<file path="src/rtl/cache_fill_controller_pkg.sv">
// cache_ctrl_pkg: shared types and constants for the cache fill controller.
//   state_t         - controller FSM states
//   WORDS_PER_BLOCK - 16-bit words fetched per block fill (power of 2)
//   BLOCK_BYTES     - bytes per block
//   OFFSET_BITS     - byte-offset bits inside a block
//   CNT_W           - counter width; one extra bit so WORDS_PER_BLOCK fits
//   block_base()    - clears the offset bits of a byte address
//   word_addr()     - byte address of word <idx> inside a block
package cache_ctrl_pkg;

  localparam int ADDR_W          = 16;
  localparam int DATA_W          = 16;
  localparam int WORDS_PER_BLOCK = 8;
  localparam int BLOCK_BYTES     = 2 * WORDS_PER_BLOCK;
  localparam int OFFSET_BITS     = 4;
  localparam int CNT_W           = $clog2(WORDS_PER_BLOCK) + 1;

  typedef enum logic [1:0] {
    IDLE  = 2'd0,
    STORE = 2'd1,
    FILL  = 2'd2,
    TAG   = 2'd3
  } state_t;

  function automatic logic [ADDR_W-1:0] block_base(input logic [ADDR_W-1:0] addr);
    return {addr[ADDR_W-1:OFFSET_BITS], {OFFSET_BITS{1'b0}}};
  endfunction

  // Word index scaled to a byte offset; the sum wraps modulo 2^ADDR_W.
  function automatic logic [ADDR_W-1:0] word_addr(input logic [ADDR_W-1:0] base,
                                                  input logic [CNT_W-1:0]  idx);
    return base + {{(ADDR_W-CNT_W-1){1'b0}}, idx, 1'b0};
  endfunction

endpackage

</file>
<file path="src/rtl/cache_fill_controller_if.sv">
// cache_fill_controller_if: all non-clock signals between the fill controller,
// the two caches, the store path and main memory.
//   Requests:  icache_miss/addr, dcache_miss/addr, store_req/addr/data
//   Memory:    mem_addr, mem_enable, mem_wr, mem_wdata, mem_data_valid, mem_data_out
//   Fill:      fill_data, fill_addr, {i,d}cache_write_data_array, {i,d}cache_write_tag_array
//   Control:   store_ack, stall, dbg_state (controller FSM state for observation)
// Handshakes: icache_miss/dcache_miss are levels held by the cache until its
// tag write has happened; store_req is a level held until the single-cycle
// store_ack pulse, after which the requester drops it. Memory accepts one
// access on every cycle mem_enable is high and never back-pressures; read data
// comes back on mem_data_valid a fixed latency later, in issue order.
interface cache_fill_controller_if;
  import cache_ctrl_pkg::*;

  logic              icache_miss;
  logic [ADDR_W-1:0] icache_addr;
  logic              dcache_miss;
  logic [ADDR_W-1:0] dcache_addr;
  logic              store_req;
  logic [ADDR_W-1:0] store_addr;
  logic [DATA_W-1:0] store_data;

  logic [ADDR_W-1:0] mem_addr;
  logic              mem_enable;
  logic              mem_wr;
  logic [DATA_W-1:0] mem_wdata;
  logic              mem_data_valid;
  logic [DATA_W-1:0] mem_data_out;

  logic [DATA_W-1:0] fill_data;
  logic [ADDR_W-1:0] fill_addr;
  logic              icache_write_data_array;
  logic              dcache_write_data_array;
  logic              icache_write_tag_array;
  logic              dcache_write_tag_array;
  logic              store_ack;
  logic              stall;
  state_t            dbg_state;

  modport master (
    input  icache_miss, icache_addr, dcache_miss, dcache_addr,
           store_req, store_addr, store_data, mem_data_valid, mem_data_out,
    output mem_addr, mem_enable, mem_wr, mem_wdata, fill_data, fill_addr,
           icache_write_data_array, dcache_write_data_array,
           icache_write_tag_array, dcache_write_tag_array,
           store_ack, stall, dbg_state
  );

  modport slave (
    output icache_miss, icache_addr, dcache_miss, dcache_addr,
           store_req, store_addr, store_data, mem_data_valid, mem_data_out,
    input  mem_addr, mem_enable, mem_wr, mem_wdata, fill_data, fill_addr,
           icache_write_data_array, dcache_write_data_array,
           icache_write_tag_array, dcache_write_tag_array,
           store_ack, stall, dbg_state
  );

endinterface

</file>
<file path="src/rtl/cache_fill_controller_counter.sv">
// fill_word_counter: loadable up-counter used for the fill issue and return
// word counts.
//   clk, rst  - clock, asynchronous active-high reset
//   clr       - synchronous clear (highest priority after reset)
//   load      - synchronous load of load_val
//   en        - increment by one
//   count     - current value
//   done      - count equals TERMINAL
module fill_word_counter #(
  parameter int W        = 4,
  parameter int TERMINAL = 8
) (
  input  logic         clk,
  input  logic         rst,
  input  logic         clr,
  input  logic         load,
  input  logic [W-1:0] load_val,
  input  logic         en,
  output logic [W-1:0] count,
  output logic         done
);

  always_ff @(posedge clk or posedge rst) begin
    if (rst)       count <= '0;
    else if (clr)  count <= '0;
    else if (load) count <= load_val;
    else if (en)   count <= count + W'(1);
  end

  assign done = (count == W'(TERMINAL));

endmodule

</file>
<file path="src/rtl/cache_fill_controller.sv">
// cache_fill_controller: owns the single memory port. Arbitrates between
// write-through stores and I/D cache misses, fetches a whole block for a miss
// with one read issued per cycle, streams returned words into the missing
// cache's data array, then strobes its tag array once.
//   clk, rst - clock, asynchronous active-high reset
//   bus      - cache_fill_controller_if.master (requests, memory port,
//              fill strobes, store_ack, stall, dbg_state)
module cache_fill_controller
  import cache_ctrl_pkg::*;
(
  input  logic                          clk,
  input  logic                          rst,
  cache_fill_controller_if.master       bus
);

  state_t            state_q, state_d;
  logic              sel_d_q;          // 1: filling the D-cache, 0: the I-cache
  logic [ADDR_W-1:0] base_q;
  logic              start_fill;
  logic [CNT_W-1:0]  issue_cnt, ret_cnt;
  logic              issue_done, ret_last;
  logic              issue_en, ret_en;

  // Reads are issued until all words of the block are out; returns are
  // counted independently because memory is pipelined.
  assign issue_en = (state_q == FILL) && !issue_done;
  assign ret_en   = (state_q == FILL) && bus.mem_data_valid;

  fill_word_counter #(.W(CNT_W), .TERMINAL(WORDS_PER_BLOCK)) u_issue_cnt (
    .clk(clk), .rst(rst), .clr(start_fill), .load(1'b0), .load_val('0),
    .en(issue_en), .count(issue_cnt), .done(issue_done)
  );

  // Terminal flag marks the last returning word, which ends the fill.
  fill_word_counter #(.W(CNT_W), .TERMINAL(WORDS_PER_BLOCK - 1)) u_ret_cnt (
    .clk(clk), .rst(rst), .clr(start_fill), .load(1'b0), .load_val('0),
    .en(ret_en), .count(ret_cnt), .done(ret_last)
  );

  always_ff @(posedge clk or posedge rst) begin
    if (rst) begin
      state_q <= IDLE;
      sel_d_q <= 1'b0;
      base_q  <= '0;
    end else begin
      state_q <= state_d;
      if (start_fill) begin
        // D wins a simultaneous miss; the I miss stays asserted and is
        // picked up in the IDLE cycle after this fill.
        sel_d_q <= bus.dcache_miss;
        base_q  <= block_base(bus.dcache_miss ? bus.dcache_addr : bus.icache_addr);
      end
    end
  end

  always_comb begin
    state_d    = state_q;
    start_fill = 1'b0;
    unique case (state_q)
      IDLE: begin
        if (bus.store_req) begin
          state_d = STORE;
        end else if (bus.dcache_miss || bus.icache_miss) begin
          state_d    = FILL;
          start_fill = 1'b1;
        end
      end
      STORE: state_d = IDLE;
      FILL:  if (ret_en && ret_last) state_d = TAG;
      TAG:   state_d = IDLE;
      default: state_d = IDLE;
    endcase
  end

  always_comb begin
    bus.mem_enable              = 1'b0;
    bus.mem_wr                  = 1'b0;
    bus.mem_addr                = '0;
    bus.mem_wdata               = '0;
    bus.store_ack               = 1'b0;
    bus.fill_addr               = '0;
    bus.icache_write_data_array = 1'b0;
    bus.dcache_write_data_array = 1'b0;
    bus.icache_write_tag_array  = 1'b0;
    bus.dcache_write_tag_array  = 1'b0;
    unique case (state_q)
      IDLE: ;
      STORE: begin
        bus.mem_enable = 1'b1;
        bus.mem_wr     = 1'b1;
        bus.mem_addr   = bus.store_addr;
        bus.mem_wdata  = bus.store_data;
        bus.store_ack  = 1'b1;
      end
      FILL: begin
        if (!issue_done) begin
          bus.mem_enable = 1'b1;
          bus.mem_addr   = word_addr(base_q, issue_cnt);
        end
        if (bus.mem_data_valid) begin
          bus.fill_addr               = word_addr(base_q, ret_cnt);
          bus.dcache_write_data_array = sel_d_q;
          bus.icache_write_data_array = !sel_d_q;
        end
      end
      TAG: begin
        bus.fill_addr              = base_q;
        bus.dcache_write_tag_array = sel_d_q;
        bus.icache_write_tag_array = !sel_d_q;
      end
      default: ;
    endcase
  end

  assign bus.fill_data = bus.mem_data_out;
  assign bus.stall     = bus.icache_miss | bus.dcache_miss | bus.store_req | (state_q != IDLE);
  assign bus.dbg_state = state_q;

endmodule

</file>
<file path="src/flat_wrapper.sv">
// flat-port wrapper written by rule: the top's interface ports become plain ports
module cache_fill_controller_flat import cache_ctrl_pkg::*;
  (clk, rst, bus_icache_miss, bus_icache_addr, bus_dcache_miss, bus_dcache_addr, bus_store_req, bus_store_addr, bus_store_data, bus_mem_data_valid, bus_mem_data_out, bus_mem_addr, bus_mem_enable, bus_mem_wr, bus_mem_wdata, bus_fill_data, bus_fill_addr, bus_icache_write_data_array, bus_dcache_write_data_array, bus_icache_write_tag_array, bus_dcache_write_tag_array, bus_store_ack, bus_stall, bus_dbg_state);
  cache_fill_controller_if bus_i ();
  input  logic clk;
  input  logic rst;
  input wire logic [$bits(bus_i.icache_miss)-1:0] bus_icache_miss;
  input wire logic [$bits(bus_i.icache_addr)-1:0] bus_icache_addr;
  input wire logic [$bits(bus_i.dcache_miss)-1:0] bus_dcache_miss;
  input wire logic [$bits(bus_i.dcache_addr)-1:0] bus_dcache_addr;
  input wire logic [$bits(bus_i.store_req)-1:0] bus_store_req;
  input wire logic [$bits(bus_i.store_addr)-1:0] bus_store_addr;
  input wire logic [$bits(bus_i.store_data)-1:0] bus_store_data;
  input wire logic [$bits(bus_i.mem_data_valid)-1:0] bus_mem_data_valid;
  input wire logic [$bits(bus_i.mem_data_out)-1:0] bus_mem_data_out;
  output wire logic [$bits(bus_i.mem_addr)-1:0] bus_mem_addr;
  output wire logic [$bits(bus_i.mem_enable)-1:0] bus_mem_enable;
  output wire logic [$bits(bus_i.mem_wr)-1:0] bus_mem_wr;
  output wire logic [$bits(bus_i.mem_wdata)-1:0] bus_mem_wdata;
  output wire logic [$bits(bus_i.fill_data)-1:0] bus_fill_data;
  output wire logic [$bits(bus_i.fill_addr)-1:0] bus_fill_addr;
  output wire logic [$bits(bus_i.icache_write_data_array)-1:0] bus_icache_write_data_array;
  output wire logic [$bits(bus_i.dcache_write_data_array)-1:0] bus_dcache_write_data_array;
  output wire logic [$bits(bus_i.icache_write_tag_array)-1:0] bus_icache_write_tag_array;
  output wire logic [$bits(bus_i.dcache_write_tag_array)-1:0] bus_dcache_write_tag_array;
  output wire logic [$bits(bus_i.store_ack)-1:0] bus_store_ack;
  output wire logic [$bits(bus_i.stall)-1:0] bus_stall;
  output wire logic [$bits(bus_i.dbg_state)-1:0] bus_dbg_state;
  assign bus_i.icache_miss = bus_icache_miss;
  assign bus_i.icache_addr = bus_icache_addr;
  assign bus_i.dcache_miss = bus_dcache_miss;
  assign bus_i.dcache_addr = bus_dcache_addr;
  assign bus_i.store_req = bus_store_req;
  assign bus_i.store_addr = bus_store_addr;
  assign bus_i.store_data = bus_store_data;
  assign bus_i.mem_data_valid = bus_mem_data_valid;
  assign bus_i.mem_data_out = bus_mem_data_out;
  assign bus_mem_addr = bus_i.mem_addr;
  assign bus_mem_enable = bus_i.mem_enable;
  assign bus_mem_wr = bus_i.mem_wr;
  assign bus_mem_wdata = bus_i.mem_wdata;
  assign bus_fill_data = bus_i.fill_data;
  assign bus_fill_addr = bus_i.fill_addr;
  assign bus_icache_write_data_array = bus_i.icache_write_data_array;
  assign bus_dcache_write_data_array = bus_i.dcache_write_data_array;
  assign bus_icache_write_tag_array = bus_i.icache_write_tag_array;
  assign bus_dcache_write_tag_array = bus_i.dcache_write_tag_array;
  assign bus_store_ack = bus_i.store_ack;
  assign bus_stall = bus_i.stall;
  assign bus_dbg_state = bus_i.dbg_state;
  cache_fill_controller u_core (.clk(clk), .rst(rst), .bus(bus_i));
endmodule
</file>
<file path="config.mk">
export PLATFORM = sky130hd
export DESIGN_NAME = cache_fill_controller_flat
export DESIGN_NICKNAME = d
export VERILOG_FILES = /design/src/rtl/cache_fill_controller_pkg.sv /design/src/rtl/cache_fill_controller_if.sv /design/src/rtl/cache_fill_controller_counter.sv /design/src/rtl/cache_fill_controller.sv /design/src/flat_wrapper.sv
export SDC_FILE = /design/constraint.sdc
export NUM_CORES = 1
export LEC_CHECK = 0
export CAP_MARGIN = 20
export CORE_MARGIN = 3
export CORE_UTILIZATION = 50
export CTS_BUF_LIST = sky130_fd_sc_hd__clkbuf_4 sky130_fd_sc_hd__clkbuf_8 sky130_fd_sc_hd__clkbuf_16
export DETAILED_ROUTE_END_ITERATION = 12
export DONT_BUFFER_PORTS = 1
export GPL_TIMING_DRIVEN = 1
export SYNTH_ARGS = -nofsm -noshare
export SYNTH_HDL_FRONTEND = slang
export SYNTH_SLANG_ARGS = --single-unit
</file>
<file path="constraint.sdc">
create_clock -name clk -period 1.94 [get_ports clk]
set_clock_uncertainty 0.15 [all_clocks]
set_input_delay 0.291 -clock clk [delete_from_list [all_inputs] [get_ports clk]]
set_output_delay 0.291 -clock clk [all_outputs]
set_load 0.005 [all_outputs]
</file>
Yosys cells after proc, flatten, opt, wreduce, memory -nomap -nowiden
Index checks and enable logic that the tools add are counted.
Word-level totals
  input bits: 86
  latch bits: 0
  memories: 0
  output and inout bits: 74
  bits in writable memories: 0
  bits in registers: 23
  memory bits (read-only): 0
Cells by class
  bitwise gates (word level): 3
  multiplexer cells: 26
  multiply operators: 0
  magnitude comparators: 0
  div/mod/pow operators: 0
  add/sub/neg operators: 4
  eq/ne operators: 7
  reductions and logical operators: 12
  shift-type cells: 0
Operators by type and width (number)
  2-to-1 mux 16 bit: 4
  one-hot mux 16 bit (2 select lines): 2
  adder 16 x 5 -> 16 bit: 2
  2-to-1 mux 4 bit: 4
  2-to-1 mux 1 bit: 11
  adder 4 x 1 -> 4 bit (second input constant): 2
  2-to-1 mux 2 bit: 3
  one-hot mux 2 bit (3 select lines): 1
  nonzero test 2 bit: 3
  == test 2 bit (second input constant): 2
  == test 4 x 3 -> 1 bit (second input constant): 1
  == test 4 bit (second input constant): 1
  logical AND 1 bit: 3
  inequality test 3 x 2 -> 1 bit (second input constant): 1
  OR 1 bit: 3
  == test 2 x 1 -> 1 bit (second input constant): 1
  logical NOT 1 bit: 2
  logical NOT 2 bit: 1
  inequality test 2 bit (second input constant): 1
  one-hot mux 1 bit (2 select lines): 1
  AND reduction 2 bit: 1
  OR reduction 2 bit: 1
  logical OR 1 bit: 1

Longest topological paths before layout
Gate-level depths: netlist of run 1.
  depth in word-level cells: 5
  gate-level depth with buffers: 8
  depth with buffers taken out: 6

Hierarchy
Synthesis of run 1 repeated with hierarchy kept, for this count alone.
Second synthesis, totals
  cell total of the unflattened synthesis: 299
  area, all modules: 2312.2 sq um
By module, submodules not included
  cache_fill_controller: times used 1, cells an instance 247, area an instance 1818.0 sq um
  fill_word_counter at u_core.u_issue_cnt: times used 1, cells an instance 28, area an instance 256.5 sq um
  fill_word_counter at u_core.u_ret_cnt: times used 1, cells an instance 24, area an instance 237.7 sq um

Worst setup path after synthesis of run 1
Ideal clock, no wire load.
  path kind: register -> output
  start: reg u_core.state_q[1] (netlist: u_core.bus.dbg_state[1])
  end: out bus_mem_addr[10]
  required time: 1.499 ns
  setup slack: 0.103 ns
  stages on the path, launching flop included: 8
  arrival time: 1.396 ns
  path through: dfrtp_1 > inv_1 > ha_1 > and2_1 > buf_2 > buf_2 > nand2_1 > o21ai_1
Between the ends
  longest elaborated chain between the ends: 2
RTL lines
  from (decl): line cache_fill_controller.sv:16  | state_t state_q, state_d;
  from (signal assigned): line cache_fill_controller.sv:46  | state_q <= state_d;
  == test 2 bit or == test 2 x 1 -> 1 bit (tied branches): line cache_fill_controller.sv:86  | unique case (state_q)
  one-hot mux 16 bit (2 select lines) *: line cache_fill_controller.sv:86
  to (decl): line flat_wrapper.sv:16  | output wire logic [$bits(bus_i.mem_addr)-1:0] bus_mem_addr;
Every way passes the cells marked *; elsewhere a longest branch is shown, timed or not.

Final worst setup path of run 1
  start: reg u_core.u_ret_cnt.count[3]
  end: out bus_fill_addr[10]
Between the ends
  longest elaborated chain between the ends: 3
RTL lines
  from (decl): line cache_fill_controller_counter.sv:19  | output logic [W-1:0] count,
  from (signal assigned): line cache_fill_controller_counter.sv:26  | else if (load) count <= load_val;
  from (signal assigned): line cache_fill_controller_counter.sv:27  | else if (en) count <= count + W'(1);
  adder 16 x 5 -> 16 bit: line cache_fill_controller_pkg.sv:32  | return base + {{(ADDR_W-CNT_W-1){1'b0}}, idx, 1'b0};
  2-to-1 mux 16 bit: line cache_fill_controller.sv:100  | if (bus.mem_data_valid) begin
  one-hot mux 16 bit (2 select lines): line cache_fill_controller.sv:86
  to (decl): line flat_wrapper.sv:21  | output wire logic [$bits(bus_i.fill_addr)-1:0] bus_fill_addr;
No other way between the ends.

==> results.cfg, run 1 <==
[setup_path]
r2r-start = u_core.bus.dbg_state[0]$_DFFE_PP0P_
critPathRequiredTime_ps = 1500
worstPathCellList = ha_4 > ha_4 > and3_4 > a31oi_1 > o21ai_1 > o41ai_2 > buf_4
path_common_cell = ha_4
reg2reg_to = u_core.base_q[8]$_DFFE_PP0P_
regToRegSetupSlack_ps = 190
arrival_ps = 1670
worst-path-buf-inv = 1
crit_fanout = 3
cp_slowest_cell = dfrtp_1
cp-end-kind = output port
r2r_cells = 8
slowest_delay_ps = 420
cp_top_family = flip-flops
start_kind = register
path_class = reg -> out

[die]
initial_core_util = 0.541
rows = 23
die_w_um = 73.4
die_y_um = 73.4
io_pins = 160
dieArea_um2 = 5390
coreArea_um2 = 4200

[drt]
first_iter_violations = 98
vias = 1949
drc = 0
viasPerCell = 5.75
wl_per_cell_um = 16.9
drt_wl_total_um = 5720
drt_first_pass_iters = 4
ant_nets = 0

[hold_path]
min_path_type = in -> reg
min_from = bus_dcache_miss
holdPathEnd = u_core.sel_d_q$_DFFE_PP0P_
holdPathStages = 1

[synth]
yosys-top-cells-area = dfrtp_1, buf_4, ha_1
synth_warnings = 0
syn_area_um2 = 2270
synth_top_area_cell = dfrtp_1
yosysTopAreaCellShare = 0.253
syn_nets = 389
syn_avg_cell_area_um2 = 7.81
synthDistinctLibCells = 39
yosysSeqAreaShare = 0.253
synthCells = 291
ys_ff_latch = 23

[cells_and_area]
antenna-diode-count = 0
final_cell_mix = nor2_1, nand2_1, buf_4
final_common_cell = nor2_1
drive_gt1_frac = 0.360
area_delta_synth_final_pct = 20.1
nFillCells = 377
nets = 388

[timing]
setup_viol = 23
slew_viol_final = 0
max_freq_ghz = 0.474
fin_crit_ps = 2110
fin_hold_ws_ps = 11.1
rsz0062_at_grt = true
setup_slack_ps = -170
min_period_over_period = 1.09
hold_violations = 0

[placement]
dp_hpwl_um = 4140
gp_congestion = 0.826
port_buffers = 0
pre_cts_ws_ps = -3.46

[global_routing]
grt_overflow = 0
grtUsageTotal = 0.200
grt_pass1_wl_um = 8580
grt_max_degree = 24
first_global_vias = 1769
antenna_found_initial = 0

[power_and_ir_drop]
clock_power_share = 0.078
ir_worst_vdd_mv = 0.664
swShare = 0.485
power_density_nw_per_um2 = 1450
combinationalPowerShare = 0.648
leakagePower_nw = 1.13
intPower_w = 0.00204
p_switching_w = 0.00193
power_frac_seq = 0.275

[cts]
root_buffer = clkbuf_8
clockBufferDepth = 2
cts_tree = done
htreeDepth = 1
cts_made_buffers = 3
clock_latency_ps = 260
clk_pin_slew_ps = 80
cts_sinks = 23

[outcome]
failed_checks = setup timing
outcome = finished with violations

[run]
maxCapViolations = 0
worst reg2reg max path: stages (launching register included):
cell     delay [ps]
dfrtp_1         390
inv_2            90
buf_6           110
ha_4            100
nor2b_2         230
nor2b_2         200
buf_4           230
nor2_1           60
a21oi_1         120
repair_timing:
action / CTS / global route
hold buffers: 1 / 0
setup endpoints to repair: 29 / 29
cloned: 1 / 0
resized for setup: 71 / 16
hold endpoints to repair: 23 / 0
pin swaps: 31 / 7
buffers inserted: 8 / 2
cells in the mapped netlist, drive strengths merged:
cell type and instances:
buf 38, nor2 34, nand2 30, o21ai 28, dfrtp 23, a21oi 21
and2 20, mux2i 13, ha 12, xnor2 10, and3 7, inv 7
xor2 6, a31oi 5, nand3 5, nand4 5, a22o 3, and4 3
nor2b 3, nor3b 3, a22oi 2, clkbuf 2, nand2b 2, nor3 2
o41ai 2, conb 1, nand4b 1, o211ai 1, o31a 1, or2 1
flip-flops by register name, indices dropped and copies added (netlist names):
register                  flops
u_core.base_q                12
u_core.u_issue_cnt.count      4
u_core.sel_d_q                1
u_core.bus.dbg_state          2
u_core.u_ret_cnt.count        4
worst max-delay path by stage:
| stage | startpoint | end | slack, ps | cells after the start |
|---|---|---|---|---|
| after CTS | u_core.u_ret_cnt.count[3]$_DFFE_PP0P_ | bus_fill_addr[10] | -150 | 7 |
| after detailed placement | u_core.u_ret_cnt.count[3]$_DFFE_PP0P_ | bus_fill_addr[10] | -3 | 7 |
| after floorplan | u_core.bus.dbg_state[1]$_DFFE_PP0P_ | bus_mem_addr[10] | 100 | 7 |
| after global placement | u_core.u_ret_cnt.count[3]$_DFFE_PP0P_ | bus_fill_addr[10] | 10 | 7 |
| final | u_core.u_ret_cnt.count[3]$_DFFE_PP0P_ | bus_fill_addr[10] | -170 | 7 |
| after global routing | u_core.base_q[4]$_DFFE_PP0P_ | bus_fill_addr[10] | -240 | 7 |
area by class of cell:
class,count,area (µm²),share of cell area
clock buffers,4,48.8,0.0179
inverters,7,28.8,0.0105
well taps,50,62.6,0.0229
multi-input cells,222,1730,0.633
flip-flops and latches,23,584,0.214
repair buffers,33,278,0.102
cell families (layout without fill, tap and decap cells):
group,after synthesis,after routing,synth area share
XOR/XNOR,16,16,0.0617
AND/OR/NAND/NOR,116,117,0.274
AO/OA/AOI/OAI,63,63,0.155
multiplexers,13,13,0.0573
buffers and inverters,47,44,0.131
adder cells (fa/ha/maj),12,12,0.0661
flip-flops,23,23,0.253
other,1,1,0.00165
power by group through the flow:
stage | combinational [W] | clock, W | sequential [W]
after floorplan | 0.00168 | 0 | 0.000836
after global placement | 0.00190 | 0 | 0.00101
after detailed placement | 0.00193 | 0 | 0.00101
after CTS | 0.00243 | 0.000315 | 0.00105
after global routing | 0.00286 | 0.000333 | 0.00113
final | 0.00257 | 0.000309 | 0.00109
through the flow:
stage / std cells / setup TNS [ps] / utilization / power, W / cell area [µm²]
3_5_place_dp: 323 / -3.46 / 0.534 / 0.00294 / 2240
2_1_floorplan: 291 / 0 / - / 0.00252 / 2270
5_1_grt: 339 / -3510 / 0.649 / 0.00432 / 2730
6_report: 339 / -1740 / 0.649 / 0.00397 / 2730
3_3_place_gp: 323 / 0 / 0.534 / 0.00291 / 2240
4_1_cts: 337 / -1680 / 0.626 / 0.00380 / 2630
per-layer routing:
metal | vias to the layer above | part of all wire | global-route usage
met5 | - | 0 | 0
met4 | 0 | 0.0044 | 0.0322
met3 | 6 | 0.083 | 0.0301
met2 | 93 | 0.47 | 0.328
met1 | 884 | 0.44 | 0.284
li1 | 966 | - | -
Power figures use the tool's default switching activity.
==> run 2, diff against run 1 <==
--- a/config.mk
+++ b/config.mk
@@ -5,6 +5,7 @@
 export SDC_FILE = /design/constraint.sdc
 export NUM_CORES = 1
 export LEC_CHECK = 0
+export ABC_AREA = 1
 export CAP_MARGIN = 20
 export CORE_MARGIN = 3
 export CORE_UTILIZATION = 50
@@ -12,6 +13,7 @@
 export DETAILED_ROUTE_END_ITERATION = 12
 export DONT_BUFFER_PORTS = 1
 export GPL_TIMING_DRIVEN = 1
+export PLACE_DENSITY = 0.75
 export SYNTH_ARGS = -nofsm -noshare
 export SYNTH_HDL_FRONTEND = slang
 export SYNTH_SLANG_ARGS = --single-unit
==> results.cfg, run 2 <==
[drt]
drt_wl_total_um = 7000
ant_nets = 0
viasPerCell = 5.54
first_iter_violations = 176
vias = 2458
drc = 0
drt_first_pass_iters = 4
wl_per_cell_um = 15.8

[synth]
yosys-top-cells-count = nand2_1, inv_1, nor2_1
yosys-top-cells-area = dfrtp_1, nand2_1, inv_1
ys_ff_latch = 23
yosysSeqAreaShare = 0.248
synth.most_common_cell = nand2_1
yosysTopAreaCellShare = 0.248
synth_top_area_cell = dfrtp_1
syn_nets = 477
synth_edf_count = 0
syn_avg_cell_area_um2 = 6.12
synthFlopType = dfrtp_1
synthCells = 379
synthDistinctLibCells = 30
synth_warnings = 0
syn_area_um2 = 2320
async_flop_share = 1.00

[cells_and_area]
largest_reg_flops = 12
nets = 491
final_cell_mix = nand2_1, inv_1, nor2_1
nFillCells = 345
top_regs = u_core.base_q x12, u_core.u_issue_cnt.count x4, u_core.u_ret_cnt.count x4
largest_register = u_core.base_q
antenna-diode-count = 0
final_common_cell = nand2_1
area_delta_synth_final_pct = 30.6
drive_gt1_frac = 0.324

[power_and_ir_drop]
leakagePower_nw = 1.52
ir_worst_vdd_mv = 0.836
power_density_nw_per_um2 = 1330

[cts]
clock_latency_ps = 260
cts_tree = done
htreeDepth = 1
cts_made_buffers = 3
clockBufferDepth = 2
clk_pin_slew_ps = 90
cts_sinks = 23
root_buffer = clkbuf_8

[die]
die_w_um = 74.1
rows = 24
die_y_um = 74.1
io_pins = 160
coreArea_um2 = 4410
initial_core_util = 0.526
dieArea_um2 = 5490

[placement]
gp_congestion = 0.841
dp_hpwl_um = 5140
pre_cts_ws_ps = 22.2
port_buffers = 0

[timing]
rsz0062_at_grt = true
fin_crit_ps = 2050
hold_violations = 0
setup_slack_ps = -110
setup_viol = 17
min_period_over_period = 1.06
max_freq_ghz = 0.488
slew_viol_final = 0
fin_hold_ws_ps = 9.59

[setup_path]
path_class = reg -> out
critPathRequiredTime_ps = 1500
crit_fanout = 3
arrival_ps = 1610
start_kind = register
cp-end-kind = output port

[global_routing]
grt_overflow = 0
grt_pass1_wl_um = 10000
grtUsageTotal = 0.234
antenna_found_initial = 0
first_global_vias = 2135
grt_max_degree = 27

[outcome]
outcome = finished with violations
failed_checks = setup timing

[run]
maxCapViolations = 0

[hold_path]
min_path_type = in -> reg
-- run 2: changes by cell type in the layout (fill, tap and decap cells not counted), sizes merged, moves of 4 or more --
cell   change
xor2       -4
nand2     +98
mux2i     -13
nand3     +21
a31oi      +8
inv       +48
and3       -7
xnor2      -9
o21ai      -6
buf        +6
a21oi      -9
and2      -20
-- run 2: kinds of logic (layout without fill, tap and decap cells) --
group | after synthesis | after routing | synth area share
XOR/XNOR | 3 | 3 | 0.0113
AND/OR/NAND/NOR | 200 | 200 | 0.364
buffers and inverters | 87 | 100 | 0.181
flip-flops | 23 | 23 | 0.248
AO/OA/AOI/OAI | 53 | 53 | 0.129
adder cells (fa/ha/maj) | 12 | 12 | 0.0647
other | 1 | 1 | 0.00162
-- run 2: final cells by class --
| cell class | instances | area [µm²] | share of cell area |
|---|---|---|---|
| Sequential cell | 23 | 586 | 0.193 |
| Clock inverter | 1 | 5.00 | 0.00165 |
| Multi-Input combinational cell | 269 | 1710 | 0.564 |
| Clock buffer | 3 | 41.3 | 0.0136 |
| Timing Repair Buffer | 40 | 394 | 0.130 |
| Tap cell | 52 | 65.1 | 0.0215 |
| Inverter | 56 | 230 | 0.0760 |
-- run 2: critical path, stage by stage (launching register included) --
cell,delay (ps)
dfrtp_1,440
ha_4,200
ha_4,160
nand2_4,90
inv_4,50
o31ai_4,250
buf_4,160
-- run 2: worst paths after layout --
check | startpoint | cells after the start | slack (ps) | to
min in group asynchronous | rst | 3 | 350 | u_core.bus.dbg_state[0]$_DFFE_PP0P_
hold reg to reg | u_core.u_issue_cnt.count[2]$_DFFE_PP0P_ | 2 | 430 | u_core.u_issue_cnt.count[2]$_DFFE_PP0P_
hold / removal | bus_dcache_miss | 2 | 10 | u_core.sel_d_q$_DFFE_PP0P_
setup / recovery | u_core.base_q[4]$_DFFE_PP0P_ | 6 | -110 | bus_fill_addr[6]
max in group asynchronous | rst | 3 | 1020 | u_core.base_q[5]$_DFFE_PP0P_
setup reg to reg | u_core.bus.dbg_state[0]$_DFFE_PP0P_ | 8 | 250 | u_core.u_issue_cnt.count[0]$_DFFE_PP0P_
-- run 2: power breakdown --
part / switching, W / total, W / internal [W] / leakage, nW
logic: 0.00158 / 0.00270 / 0.00112 / 1.22
clock network: 0.000158 / 0.000302 / 0.000143 / 0.0255
registers: 0.000326 / 0.00102 / 0.000693 / 0.270
total: 0.00206 / 0.00402 / 0.00196 / 1.52
-- run 2: repair_timing --
item	4_1_cts	5_1_grt
pin swaps	14	35
resized for setup	68	69
hold endpoints to repair	23	0
buffers inserted	6	10
gates cloned	0	1
hold buffers	1	0
endpoints found under the setup margin	26	34
-- run 2: routing by layer --
| metal | up-vias | wire [µm] | GRT usage |
|---|---|---|---|
| met1 | 1122 | 2740 | 0.297 |
| met3 | 6 | 590 | 0.0351 |
| li1 | 1209 | - | - |
| met2 | 121 | 3590 | 0.412 |
| met5 | - | 0 | 0 |
| met4 | 0 | 82 | 0.0624 |
-- run 2: metrics by stage --
step	total power [W]	setup TNS (ps)	instances	utilization	cell area, µm²
after global placement	0.00279	0	423	0.538	2370
final	0.00402	-641	444	0.686	3030
after global routing	0.00437	-2120	444	0.686	3030
after detailed placement	0.00284	0	423	0.538	2370
after CTS	0.00351	-695	433	0.607	2680
after floorplan	0.00230	0	379	-	2320
==> run 3, diff against run 2 <==
--- a/config.mk
+++ b/config.mk
@@ -7,6 +7,7 @@
 export LEC_CHECK = 0
 export ABC_AREA = 1
 export CAP_MARGIN = 20
+export CORE_ASPECT_RATIO = 0.75
 export CORE_MARGIN = 3
 export CORE_UTILIZATION = 50
 export CTS_BUF_LIST = sky130_fd_sc_hd__clkbuf_4 sky130_fd_sc_hd__clkbuf_8 sky130_fd_sc_hd__clkbuf_16
==> constraint.sdc (replaced) <==
create_clock -name clk -period 2.2 [get_ports clk]
set_clock_uncertainty 0.15 [all_clocks]
set_input_delay 0.33 -clock clk [delete_from_list [all_inputs] [get_ports clk]]
set_output_delay 0.33 -clock clk [all_outputs]
set_load 0.005 [all_outputs]
==> results.cfg, run 3 (synthesized netlist as in run 2, its figures left out) <==
[outcome]
outcome = completed

[placement]
gp_congestion = 0.873
dp_hpwl_um = 4880
port_buffers = 0
pre_cts_ws_ps = 97.7
placed_cell_area_um2 = 2270

[cts]
cts_tree = done
clk_pin_slew_ps = 90
clock_latency_ps = 270
cts_made_buffers = 3
htreeDepth = 1
clockBufferDepth = 2
cts_sinks = 23
root_buffer = clkbuf_8

[global_routing]
grt_pass1_wl_um = 9320
antenna_found_initial = 0
grtUsageTotal = 0.208
grt_overflow = 0
grt_max_degree = 25
first_global_vias = 1927

[power_and_ir_drop]
power_density_nw_per_um2 = 1170
power_frac_seq = 0.315
clock_power_share = 0.097
combinationalPowerShare = 0.588
ir_worst_vdd_mv = 0.648
fin_total_pwr_w = 0.00284
intPower_w = 0.00133
swShare = 0.530
leakagePower_nw = 1.28
p_switching_w = 0.00150

[setup_path]
critPathRequiredTime_ps = 1720
crit_fanout = 3
cp_slowest_cell = dfrtp_1
path_class = reg -> out
cp-end-kind = output port
slowest_delay_ps = 430
arrival_ps = 1690
worstPathCellList = ha_2 > ha_1 > nand2_2 > inv_1 > a21oi_1 > o21ai_0 > o21ai_1
start_kind = register

[die]
die_y_um = 65.0
initial_core_util = 0.545
rows = 20
dieArea_um2 = 5500
coreArea_um2 = 4250
io_pins = 160
die_w_um = 84.7

[drt]
drt_wl_total_um = 6120
viasPerCell = 5.43
wl_per_cell_um = 14.5
drt_first_pass_iters = 4
first_iter_violations = 173
drc = 0
vias = 2296
ant_nets = 0

[cells_and_area]
top_regs = u_core.base_q x12, u_core.u_issue_cnt.count x4, u_core.u_ret_cnt.count x4
nets = 467
final_cell_mix = nand2_1, inv_1, nor2_1
largest_register = u_core.base_q
final_area_um2 = 2430
area_delta_synth_final_pct = 4.69
antenna-diode-count = 0
final_common_cell = nand2_1
drive_gt1_frac = 0.117
nFillCells = 428
largest_reg_flops = 12

[hold_path]
min_path_type = in -> reg

[timing]
hold_violations = 0
setup_slack_ps = 33.6
slew_viol_final = 0
min_period_over_period = 0.985
setup_viol = 0
fin_crit_ps = 2170
rsz0062_at_grt = true
max_freq_ghz = 0.462

[run]
maxCapViolations = 0
## run 3: cell types whose count changed in the layout (fill, tap and decap cells not counted), moves of 8 or more
cell     delta
buf_4      -12
nand2_4    -10
nand2_1    +15
o21ai_0     +9
o21ai_2     -8
## run 3: per-stage QoR
| step | util | cells | TNS, ps | hold slack (ps) |
|---|---|---|---|---|
| 4_1_cts | 0.550 | 420 | 0 | 35.7 |
| 6_report | 0.571 | 423 | 0 | 35.8 |
| 3_5_place_dp | 0.534 | 415 | 0 | 136 |
| 2_1_floorplan | - | 379 | 0 | 182 |
| 3_3_place_gp | 0.534 | 415 | 0 | 131 |
| 5_1_grt | 0.571 | 423 | -113 | 47.3 |
## run 3: layout make-up
class	instances	area, µm²	area share
multi-input combinational	269	1390	0.571
sequential	23	577	0.238
inverter	56	216	0.0891
timing repair buffer	16	130	0.0536
tap	55	68.8	0.0283
clock buffer	3	41.3	0.0170
clock inverter	1	7.51	0.00309
## run 3: what timing repair did
item,CTS,global route
buffers inserted,0,3
endpoints found under the hold margin,23,0
cloned,0,0
hold buffers,1,0
setup endpoints to repair,21,21
pin swaps,0,2
resized for setup,10,19
## run 3: worst max-delay path: cells and delay by family, from the launching register on
kind / cells / cell delay (ps)
fa+ha+maj: 2 / 420
compound gates: 3 / 400
simple gates: 1 / 110
buf+inv: 1 / 70
flops: 1 / 430
## run 3: worst paths after layout
path	start	end	slack [ps]	cells after the start
setup / recovery	u_core.base_q[4]$_DFFE_PP0P_	bus_fill_addr[8]	30	7
hold / removal	bus_dcache_miss	u_core.sel_d_q$_DFFE_PP0P_	40	2
max in group asynchronous	rst	u_core.bus.dbg_state[1]$_DFFE_PP0P_	1270	3
hold reg to reg	u_core.u_issue_cnt.count[2]$_DFFE_PP0P_	u_core.u_issue_cnt.count[2]$_DFFE_PP0P_	400	2
min in group asynchronous	rst	u_core.bus.dbg_state[1]$_DFFE_PP0P_	380	3
setup reg to reg	u_core.bus.dbg_state[1]$_DFFE_PP0P_	u_core.base_q[8]$_DFFE_PP0P_	440	7
## run 3: metal layers
metal,track usage,share of wire
met5,0,0
met4,0.0573,0.011
met1,0.312,0.47
met2,0.298,0.42
met3,0.0470,0.099
## run 3: power by group through the flow
stage | combinational (W) | clock, W | sequential [W]
6_report | 0.00167 | 0.000276 | 0.000892
3_3_place_gp | 0.00150 | 0 | 0.000859
5_1_grt | 0.00188 | 0.000297 | 0.000921
2_1_floorplan | 0.00127 | 0 | 0.000757
3_5_place_dp | 0.00153 | 0 | 0.000876
4_1_cts | 0.00156 | 0.000278 | 0.000869
